`config.mk`:
```
export PLATFORM = sky130hd
export DESIGN_NAME = lightgun_hv_latch
export DESIGN_NICKNAME = d
export VERILOG_FILES = /design/src/rtl/lightgun_hv_latch_pkg.sv /design/src/rtl/lightgun_hv_latch_sync_rise.sv /design/src/rtl/lightgun_hv_latch.sv
export SDC_FILE = /design/constraint.sdc
export NUM_CORES = 1
export LEC_CHECK = 0
export CAP_MARGIN = 20
export CORE_ASPECT_RATIO = 1.4
export CORE_UTILIZATION = 54
export CTS_CLUSTER_SIZE = 14
export DETAILED_ROUTE_END_ITERATION = 8
export PLACE_DENSITY = 0.79
export SYNTH_ARGS = -nofsm -noshare
export SYNTH_HDL_FRONTEND = slang
export SYNTH_SLANG_ARGS = --single-unit
```
`constraint.sdc`:
```
create_clock -name CLK -period 2.8 [get_ports CLK]
set_clock_uncertainty 0.15 [all_clocks]
set_input_delay 0.56 -clock CLK [delete_from_list [all_inputs] [get_ports CLK]]
set_output_delay 0.56 -clock CLK [all_outputs]
set_load 0.1 [all_outputs]
```
`src/rtl/lightgun_hv_latch_pkg.sv`:
```
// Shared types and widths for the light gun HV latch.
package lightgun_hv_latch_pkg;

    localparam int HCNT_W = 9;
    localparam int VCNT_W = 9;
    localparam int HV_W   = 16;

    // Latch FSM: DISABLED follows LATCH_EN low, ARMED waits for a sensor
    // edge, CAPTURED holds the frozen beam position until the CPU reads it.
    typedef enum logic [1:0] {
        DISABLED = 2'd0,
        ARMED    = 2'd1,
        CAPTURED = 2'd2
    } lg_state_t;

endpackage

```
`src/rtl/lightgun_hv_latch_sync_rise.sv`:
```
// Synchronizer for the asynchronous light gun sensor plus a rising-edge
// detector. Every flop resets to 1 so a sensor that is already lit when
// reset releases does not look like a fresh hit.
module sync_rise #(
    parameter int STAGES = 2
) (
    input  logic CLK,
    input  logic RESET,
    input  logic SENSOR,
    output logic SEN_EDGE
);

    logic [STAGES-1:0] sync_q;
    logic              prev_q;

    // Shift the sensor through the synchronizer chain and keep one history bit.
    always_ff @(posedge CLK) begin
        if (RESET) begin
            sync_q <= '1;
            prev_q <= 1'b1;
        end else begin
            sync_q <= {sync_q[STAGES-2:0], SENSOR};
            prev_q <= sync_q[STAGES-1];
        end
    end

    assign SEN_EDGE = sync_q[STAGES-1] & ~prev_q;

endmodule

```
`src/rtl/lightgun_hv_latch.sv`:
```
// Light gun HV latch: beam counters, sensor-triggered position capture,
// missed-hit counter and the external interrupt request.
module lightgun_hv_latch
    import lightgun_hv_latch_pkg::*;
#(
    parameter int SYNC_STAGES = 2,
    parameter int MISS_W      = 4
) (
    input  logic              CLK,
    input  logic              RESET,
    input  logic              CE_PIX,
    input  logic              HDE,
    input  logic              VDE,
    input  logic              SENSOR,
    input  logic              LATCH_EN,
    input  logic              IE2,
    input  logic              HV_RD,
    input  logic              INT_ACK,
    output logic [15:0]       HV_OUT,
    output logic              EXINT,
    output logic              LATCHED,
    output logic [MISS_W-1:0] MISSED
);

    localparam logic [HCNT_W-1:0] HCNT_MAX = '1;
    localparam logic [VCNT_W-1:0] VCNT_MAX = '1;
    localparam logic [MISS_W-1:0] MISS_MAX = '1;

    logic [HCNT_W-1:0] hcnt;
    logic [HCNT_W-1:0] hlat;
    logic [VCNT_W-1:0] vcnt;
    logic [VCNT_W-1:0] vlat;
    logic              hde_q;
    logic              sen_edge;
    logic              pending;
    lg_state_t         state;
    lg_state_t         state_next;

    sync_rise #(
        .STAGES (SYNC_STAGES)
    ) u_sync_rise (
        .CLK      (CLK),
        .RESET    (RESET),
        .SENSOR   (SENSOR),
        .SEN_EDGE (sen_edge)
    );

    // Beam position: hcnt restarts on HDE rise, vcnt steps on HDE fall and
    // restarts during vertical blanking; both stick at their maximum.
    always_ff @(posedge CLK) begin
        if (RESET) begin
            hde_q <= 1'b0;
            hcnt  <= '0;
            vcnt  <= '0;
        end else if (CE_PIX) begin
            hde_q <= HDE;
            if (!hde_q && HDE) begin
                hcnt <= '0;
            end else if (hcnt != HCNT_MAX) begin
                hcnt <= hcnt + 1'b1;
            end
            if (hde_q && !HDE) begin
                if (!VDE) begin
                    vcnt <= '0;
                end else if (vcnt != VCNT_MAX) begin
                    vcnt <= vcnt + 1'b1;
                end
            end
        end
    end

    // Next-state logic; LATCH_EN low overrides every other transition.
    always_comb begin
        state_next = state;
        if (!LATCH_EN) begin
            state_next = DISABLED;
        end else begin
            case (state)
                DISABLED: state_next = ARMED;
                ARMED:    if (sen_edge) state_next = CAPTURED;
                CAPTURED: if (HV_RD) state_next = ARMED;
                default:  state_next = DISABLED;
            endcase
        end
    end

    // State register.
    always_ff @(posedge CLK) begin
        if (RESET) begin
            state <= DISABLED;
        end else begin
            state <= state_next;
        end
    end

    // Freeze the beam position on the hit that moves ARMED into CAPTURED.
    always_ff @(posedge CLK) begin
        if (RESET) begin
            hlat <= '0;
            vlat <= '0;
        end else if (state == ARMED && state_next == CAPTURED) begin
            hlat <= hcnt;
            vlat <= vcnt;
        end
    end

    // Count hits that arrive while a capture is still unread; a read clears
    // the count and swallows any hit landing in the same cycle.
    always_ff @(posedge CLK) begin
        if (RESET) begin
            MISSED <= '0;
        end else if (state == CAPTURED) begin
            if (HV_RD) begin
                MISSED <= '0;
            end else if (sen_edge && MISSED != MISS_MAX) begin
                MISSED <= MISSED + 1'b1;
            end
        end
    end

    // Registered HV readback: frozen position while captured, live otherwise.
    always_ff @(posedge CLK) begin
        if (RESET) begin
            HV_OUT  <= '0;
            LATCHED <= 1'b0;
        end else begin
            if (state == CAPTURED) begin
                HV_OUT <= {vlat[7:0], hlat[8:1]};
            end else begin
                HV_OUT <= {vcnt[7:0], hcnt[8:1]};
            end
            LATCHED <= (state_next == CAPTURED);
        end
    end

    // Interrupt pending flag: any hit sets it, and a hit wins over a
    // simultaneous acknowledge so no hit is lost. IE2 only masks the request.
    always_ff @(posedge CLK) begin
        if (RESET) begin
            pending <= 1'b0;
            EXINT   <= 1'b0;
        end else begin
            if (sen_edge) begin
                pending <= 1'b1;
            end else if (INT_ACK) begin
                pending <= 1'b0;
            end
            EXINT <= pending & IE2;
        end
    end

endmodule

```
==> metrics.txt, run 1 <==
Residual DRC 0; Total Power 1.88 mW; commonest non-fill, non-tap cells in the layout dfxtp_1, nand2_1, nor2_1, a21oi_1, buf_4; startpoint types flop; PwrDens 612 nW/um2; clock group share of total power 48.2%; Worst Tran Pin Value 756 ps; HPWL after detailed placement 3.07 mm; Arr. time, crit path 2330 ps; Final Max Slew Viols 0; combinational share of power 3.6%; Crit Path Max Fanout 7; number of flops mapped to enable cells by yosys 0; TritonCTS clock tree yes; 1st-iter DRT viols 109; Vias/cell 5.28; Post-Syn Nets 297; setup bufs post-CTS 0; routed length per instance 12.1 um; Critical Path End Type flop; total grt overflow 0; switching power 0.375 mW; Fin Setup TNS 0 ps; input/output buffers 31; ant diodes 0; DR pass1 iterations 4; Die Area 4950 um2; clock sinks 63; CTS max path bufs 2; WL final 4.64 mm; GP Congestion 0.866; core area 4500 um2; final hold viol count 0; row count 29; wire length of the first global-routing pass 7.91 mm; WS Path Type flop to flop; nets 331; Yosys reg bits 63; Tcrit/Tclk final 80.9%; Post-Syn Area 2520 um2; DR vias 2023; CTS H-tree depth 3; Root Driver clkbuf_8; Yosys warning count 0; layout cells sized above 1 15.6%; FFs w/ async S/R, synth 0%; Chip Width 59.8 um; Distinct cells, synth 44; fin crit period 2270 ps; final setup vio count 0; Pleak 1.28 nW; vias in the first global route 1913; peak supply drop 0.000450 V; initial antenna violation count 0; main flop type after synthesis dfxtp_1; post-synthesis sequential area ratio 50.0%; Max-cap violations 0; die height 82.9 um; Max Clk Rate 441 MHz; io pins 32; Area Growth Syn to Fin 21.9%; Total GRT Usage 21.2%; status finished, final reports clean; synthesized instance count 282; switching share of power 19.9%; CP Data Required Time 2870 ps; Mapped Avg Cell Area 8.95 um2; most common cell after layout, fill and taps aside dfxtp_1; max_slew headroom 49.6%; Hold Buf Count CTS 0; total CTS buffers 9; Initial Util 56.1%; Internal Pwr Total 1.51 mW; Clk Latency, worst-skew pair 330 ps; antenna viol nets, final 0; Hold Path Class flop to flop; largest net degree at the start of global routing 45; sequential share of power 48.2%; post-CTS sizing 0; Worst-path clk slew 70 ps; RSZ-0062 raised after global routing no
flip-flops by register name, summed over array words and instances, names as in the netlist:
name,cells
EXINT,1
HV_OUT,16
LATCHED,1
MISSED,4
hcnt,9
hde_q,1
hlat,8
pending,1
state,2
u_sync_rise.prev_q,1
u_sync_rise.sync_q,2
vcnt,9
vlat,8
critical path: stages, from the launching register on:
cell	delay, ps
dfxtp_1	400
ha_1	220
nand2_1	90
nor3_1	190
ha_1	320
inv_1	80
o21ai_0	450
or4_1	190
a21oi_1	60
cell families after synthesis:
| kind of cell | count (synthesis) | share of synthesized area (%) |
|---|---|---|
| xor gates and xnor gates | 10 | 3.47 |
| buffers and inverters | 19 | 3.77 |
| and+or+nand+nor | 120 | 22.2 |
| AOI/OAI and AO/OA | 47 | 11.0 |
| muxes | 18 | 7.19 |
| DFF | 63 | 50.0 |
| adders and majority gates | 5 | 2.48 |
final cells by class:
type / instances / area, um2
Clock buffer: 12 / 165
Clock inverter: 4 / 76.3
Fill cell: 393 / 1420
Inverter: 6 / 22.5
Multi-Input combinational cell: 200 / 1170
Sequential cell: 63 / 1260
Tap cell: 62 / 77.6
Timing Repair Buffer: 36 / 305
cell usage after synthesis, types with 2 or more instances:
cell | instances | area share [%]
nor2_1 | 32 | 4.8
nor3_1 | 3 | 0.59
dfxtp_1 | 63 | 50
o211ai_1 | 2 | 0.59
a21oi_1 | 30 | 5.9
xor2_1 | 6 | 2.1
buf_1 | 2 | 0.30
nor4_1 | 3 | 0.74
nand3_1 | 9 | 1.8
ha_1 | 5 | 2.5
or4_1 | 2 | 0.59
o21ai_0 | 2 | 0.40
o21a_1 | 2 | 0.59
inv_1 | 6 | 0.89
xnor2_1 | 4 | 1.4
buf_6 | 3 | 1.3
mux2i_1 | 17 | 6.7
and3b_1 | 2 | 0.69
nand2_1 | 47 | 7.0
clkbuf_1 | 7 | 1.0
nand4_1 | 4 | 0.99
nor2b_1 | 3 | 0.74
or2_2 | 3 | 0.74
nor3b_1 | 2 | 0.59
nand2b_1 | 4 | 0.99
worst paths after layout:
kind | start | cells after the start | slack [ps] | endpoint
worst max-delay path | hcnt[1] | 8 | 530 | hcnt[6]
worst min-delay path | u_sync_rise.sync_q[0] | 1 | 260 | u_sync_rise.sync_q[1]
worst max register to register | hcnt[1] | 8 | 530 | hcnt[6]
worst min register to register | u_sync_rise.sync_q[0] | 1 | 260 | u_sync_rise.sync_q[1]
metrics by stage:
| stage | utilization [%] | setup WS, ps | instances | hold slack [ps] | area [um2] |
|---|---|---|---|---|---|
| final | 68.4 | 534 | 383 | 262 | 3080 |
| after global routing | 68.4 | 332 | 383 | 272 | 3080 |
| after CTS | 68.4 | 515 | 383 | 266 | 3080 |
| after detailed placement | 63.0 | 404 | 367 | 247 | 2830 |
| after global placement | 63.0 | 388 | 367 | 253 | 2830 |
| after floorplan | - | 736 | 282 | 239 | 2520 |
power groups by stage:
| stage | clock network, mW | logic (mW) | registers [mW] |
|---|---|---|---|
| floorplan | 0 | 0.0376 | 0.932 |
| global placement | 0 | 0.0679 | 0.927 |
| detailed placement | 0 | 0.0681 | 0.927 |
| CTS | 0.934 | 0.0686 | 0.907 |
| global route | 0.976 | 0.0751 | 0.907 |
| finish | 0.907 | 0.0683 | 0.907 |
metal layers:
layer | wire, um | global-route usage [%] | vias up
met5 | 0 | 0 | -
met4 | 106 | 12.7 | 0
met3 | 228 | 6.85 | 9
met2 | 2400 | 35.8 | 41
met1 | 1900 | 21.8 | 940
li1 | - | - | 1033
Power figures use the tool's default switching activity.
==> run 2: changes to the inputs <==
==> constraint.sdc (replaced) <==
create_clock -name CLK -period 2.12 [get_ports CLK]
set_clock_uncertainty 0.15 [all_clocks]
set_input_delay 0.424 -clock CLK [delete_from_list [all_inputs] [get_ports CLK]]
set_output_delay 0.424 -clock CLK [all_outputs]
set_load 0.1 [all_outputs]
==> run 2 against run 1 <==
Combinational power up 49%. Design area up 4.2%. Utilization up 2.9 points. Maximum frequency up 14%. Critical path type unchanged. Power up 28%. Register-to-register slack worse by 390 ps. Die area unchanged. Sequential power up 32%. First-iteration DRC count up 8.3%. Via count up 3.9%.
==> metrics.txt, run 2 (synthesized netlist as in run 1, its figures left out) <==
status finished, final reports clean; GP Congestion 0.929 (+7.3%); io pins 32 (unchanged); switching share of power 21.3% (+1.4 points); CTS H-tree depth 3 (unchanged); nets 346 (+4.5%); r2r startpoint hcnt[0]; wire length of the first global-routing pass 8.78 mm (+11%); vias in the first global route 1948 (+1.8%); Worst-path clk slew 70 ps (about the same); total grt overflow 0 (unchanged); row count 29 (unchanged); initial antenna violation count 0 (unchanged); layout cells sized above 1 20.2% (+4.7 points); Max Clk Rate 505 MHz (+14%); largest net degree at the start of global routing 28 (-38%); Critical Path End Type flop; WS Path Type flop to flop; ant diodes 0 (unchanged); max_slew headroom 66.9% (+17 points); DR vias 2101 (+3.9%); Max-cap violations 0 (unchanged); Crit Path Max Fanout 5 (-2); total CTS buffers 9 (unchanged); HPWL after detailed placement 3.40 mm (+11%); Internal Pwr Total 1.90 mW (+26%); worst setup path end hcnt[6]; PwrDens 753 nW/um2 (+23%); RSZ-0062 raised after global routing no; TritonCTS clock tree yes; Root Driver clkbuf_8; clock group share of total power 46.1% (-2.1 points); Final Max Slew Viols 0 (unchanged); WL final 5.08 mm (+9.7%); die height 82.9 um (unchanged); Fin Setup TNS 0 ps (unchanged); startpoint types flop; worst hold slack 261 ps (-0.257 ps); antenna viol nets, final 0 (unchanged); fin crit period 1980 ps (-285 ps); Worst setup startpoint hcnt[0]; Initial Util 56.1% (unchanged); cell depth of the worst flop-to-flop path 9 (+1); routed length per instance 12.8 um (+5.5%); CP Data Required Time 2250 ps (-620 ps); Tcrit/Tclk final 93.4% (+13 points); Hold Path Class flop to flop; Critical R2R Capture hcnt[6]; final setup vio count 0 (unchanged); switching power 0.514 mW (+37%); Total GRT Usage 23.8% (+2.6 points); Arr. time, crit path 2110 ps (-220 ps); max FFs per register 16 (unchanged); 1st-iter DRT viols 118 (+8.3%); CTS max path bufs 2 (unchanged); Chip Width 59.8 um (unchanged); Residual DRC 0 (unchanged); biggest regs HV_OUT x16, hcnt x9, vcnt x9; Worst Tran Pin Value 484 ps (-271 ps); clock sinks 63 (unchanged); peak supply drop 0.000535 V (+19%); Pleak 1.36 nW (+5.8%); reg-to-reg slack, setup 140 ps (-390 ps); Clk Latency, worst-skew pair 340 ps (about the same); input/output buffers 31 (unchanged); Area Growth Syn to Fin 27.0%; Die Area 4950 um2 (unchanged); DR pass1 iterations 4 (unchanged); combinational share of power 4.2% (+0.6 points); most common cell after layout, fill and taps aside dfxtp_1; commonest non-fill, non-tap cells in the layout dfxtp_1, nand2_1, buf_4, nor2_1, a21oi_1; final hold viol count 0 (unchanged); core area 4500 um2 (unchanged); Largest Register HV_OUT; sequential share of power 49.7% (+1.5 points); Vias/cell 5.28 (about the same)
run 2: changes by cell type in the layout (fill, tap and decap cells not counted), moves of 2 or more:
| cell | previous run | this run |
|---|---|---|
| nand2_1 | 47 | 45 |
| buf_4 | 26 | 38 |
| nand2_2 | 0 | 2 |
| clkbuf_8 | 12 | 9 |
| clkinv_2 | 0 | 3 |
| buf_12 | 1 | 4 |
run 2: power groups by stage:
stage | Clock (mW) | Combinational, mW | Sequential [mW]
after global placement | 0 | 0.0984 | 1.22
final | 1.11 | 0.102 | 1.20
after floorplan | 0 | 0.0496 | 1.23
after CTS | 1.13 | 0.101 | 1.20
after detailed placement | 0 | 0.100 | 1.22
after global routing | 1.20 | 0.111 | 1.20
run 2: per-layer routing:
layer  vias to the layer above  share of wire (%)  track usage (%)
li1                       1066                  -                -
met1                       975                 43             28.2
met2                        42                 50             35.9
met3                        18                3.6             7.48
met4                         0                4.0             15.6
met5                         -                  0                0
run 2: worst min-delay path by stage:
stage / from / to / slack (ps) / depth (start not counted)
finish: u_sync_rise.sync_q[0] / u_sync_rise.sync_q[1] / 260 / 1
global route: u_sync_rise.sync_q[0] / u_sync_rise.sync_q[1] / 270 / 1
CTS: u_sync_rise.sync_q[0] / u_sync_rise.sync_q[1] / 270 / 1
detailed placement: u_sync_rise.sync_q[0] / u_sync_rise.sync_q[1] / 250 / 1
global placement: u_sync_rise.sync_q[0] / u_sync_rise.sync_q[1] / 250 / 1
floorplan: u_sync_rise.sync_q[0] / u_sync_rise.sync_q[1] / 240 / 1
run 2: per-stage QoR:
stage | instance area (um2) | total power, mW | util, % | instances | worst slack, ps
after global routing | 3200 | 2.51 | 71.2 | 398 | 9.70
after CTS | 3190 | 2.43 | 70.9 | 397 | 68.0
final | 3200 | 2.41 | 71.2 | 398 | 139
after detailed placement | 2980 | 1.33 | 66.2 | 381 | 16.3
after global placement | 2980 | 1.32 | 66.2 | 381 | 34.2
after floorplan | 2520 | 1.28 | - | 282 | 55.6
run 2: repair_timing:
action,CTS,global route
resized for setup,0,4
hold buffers,0,0
setup endpoints to repair,0,6
setup buffers,0,1
run 2: layout make-up:
cell class	instances	area [um2]
fillers	369	1290
clock inverters	6	83.8
repair buffers	51	455
clock buffers	10	128
well taps	62	77.6
flip-flops and latches	63	1260
inverters	6	22.5
multi-input cells	200	1170
run 2: worst max-delay path, stage by stage (launching register included):
cell	delay, ps
dfxtp_2	340
ha_1	210
nand2_2	90
nor3_1	50
ha_2	220
inv_1	80
o21ai_0	80
buf_4	160
or4_1	390
a21oi_1	140
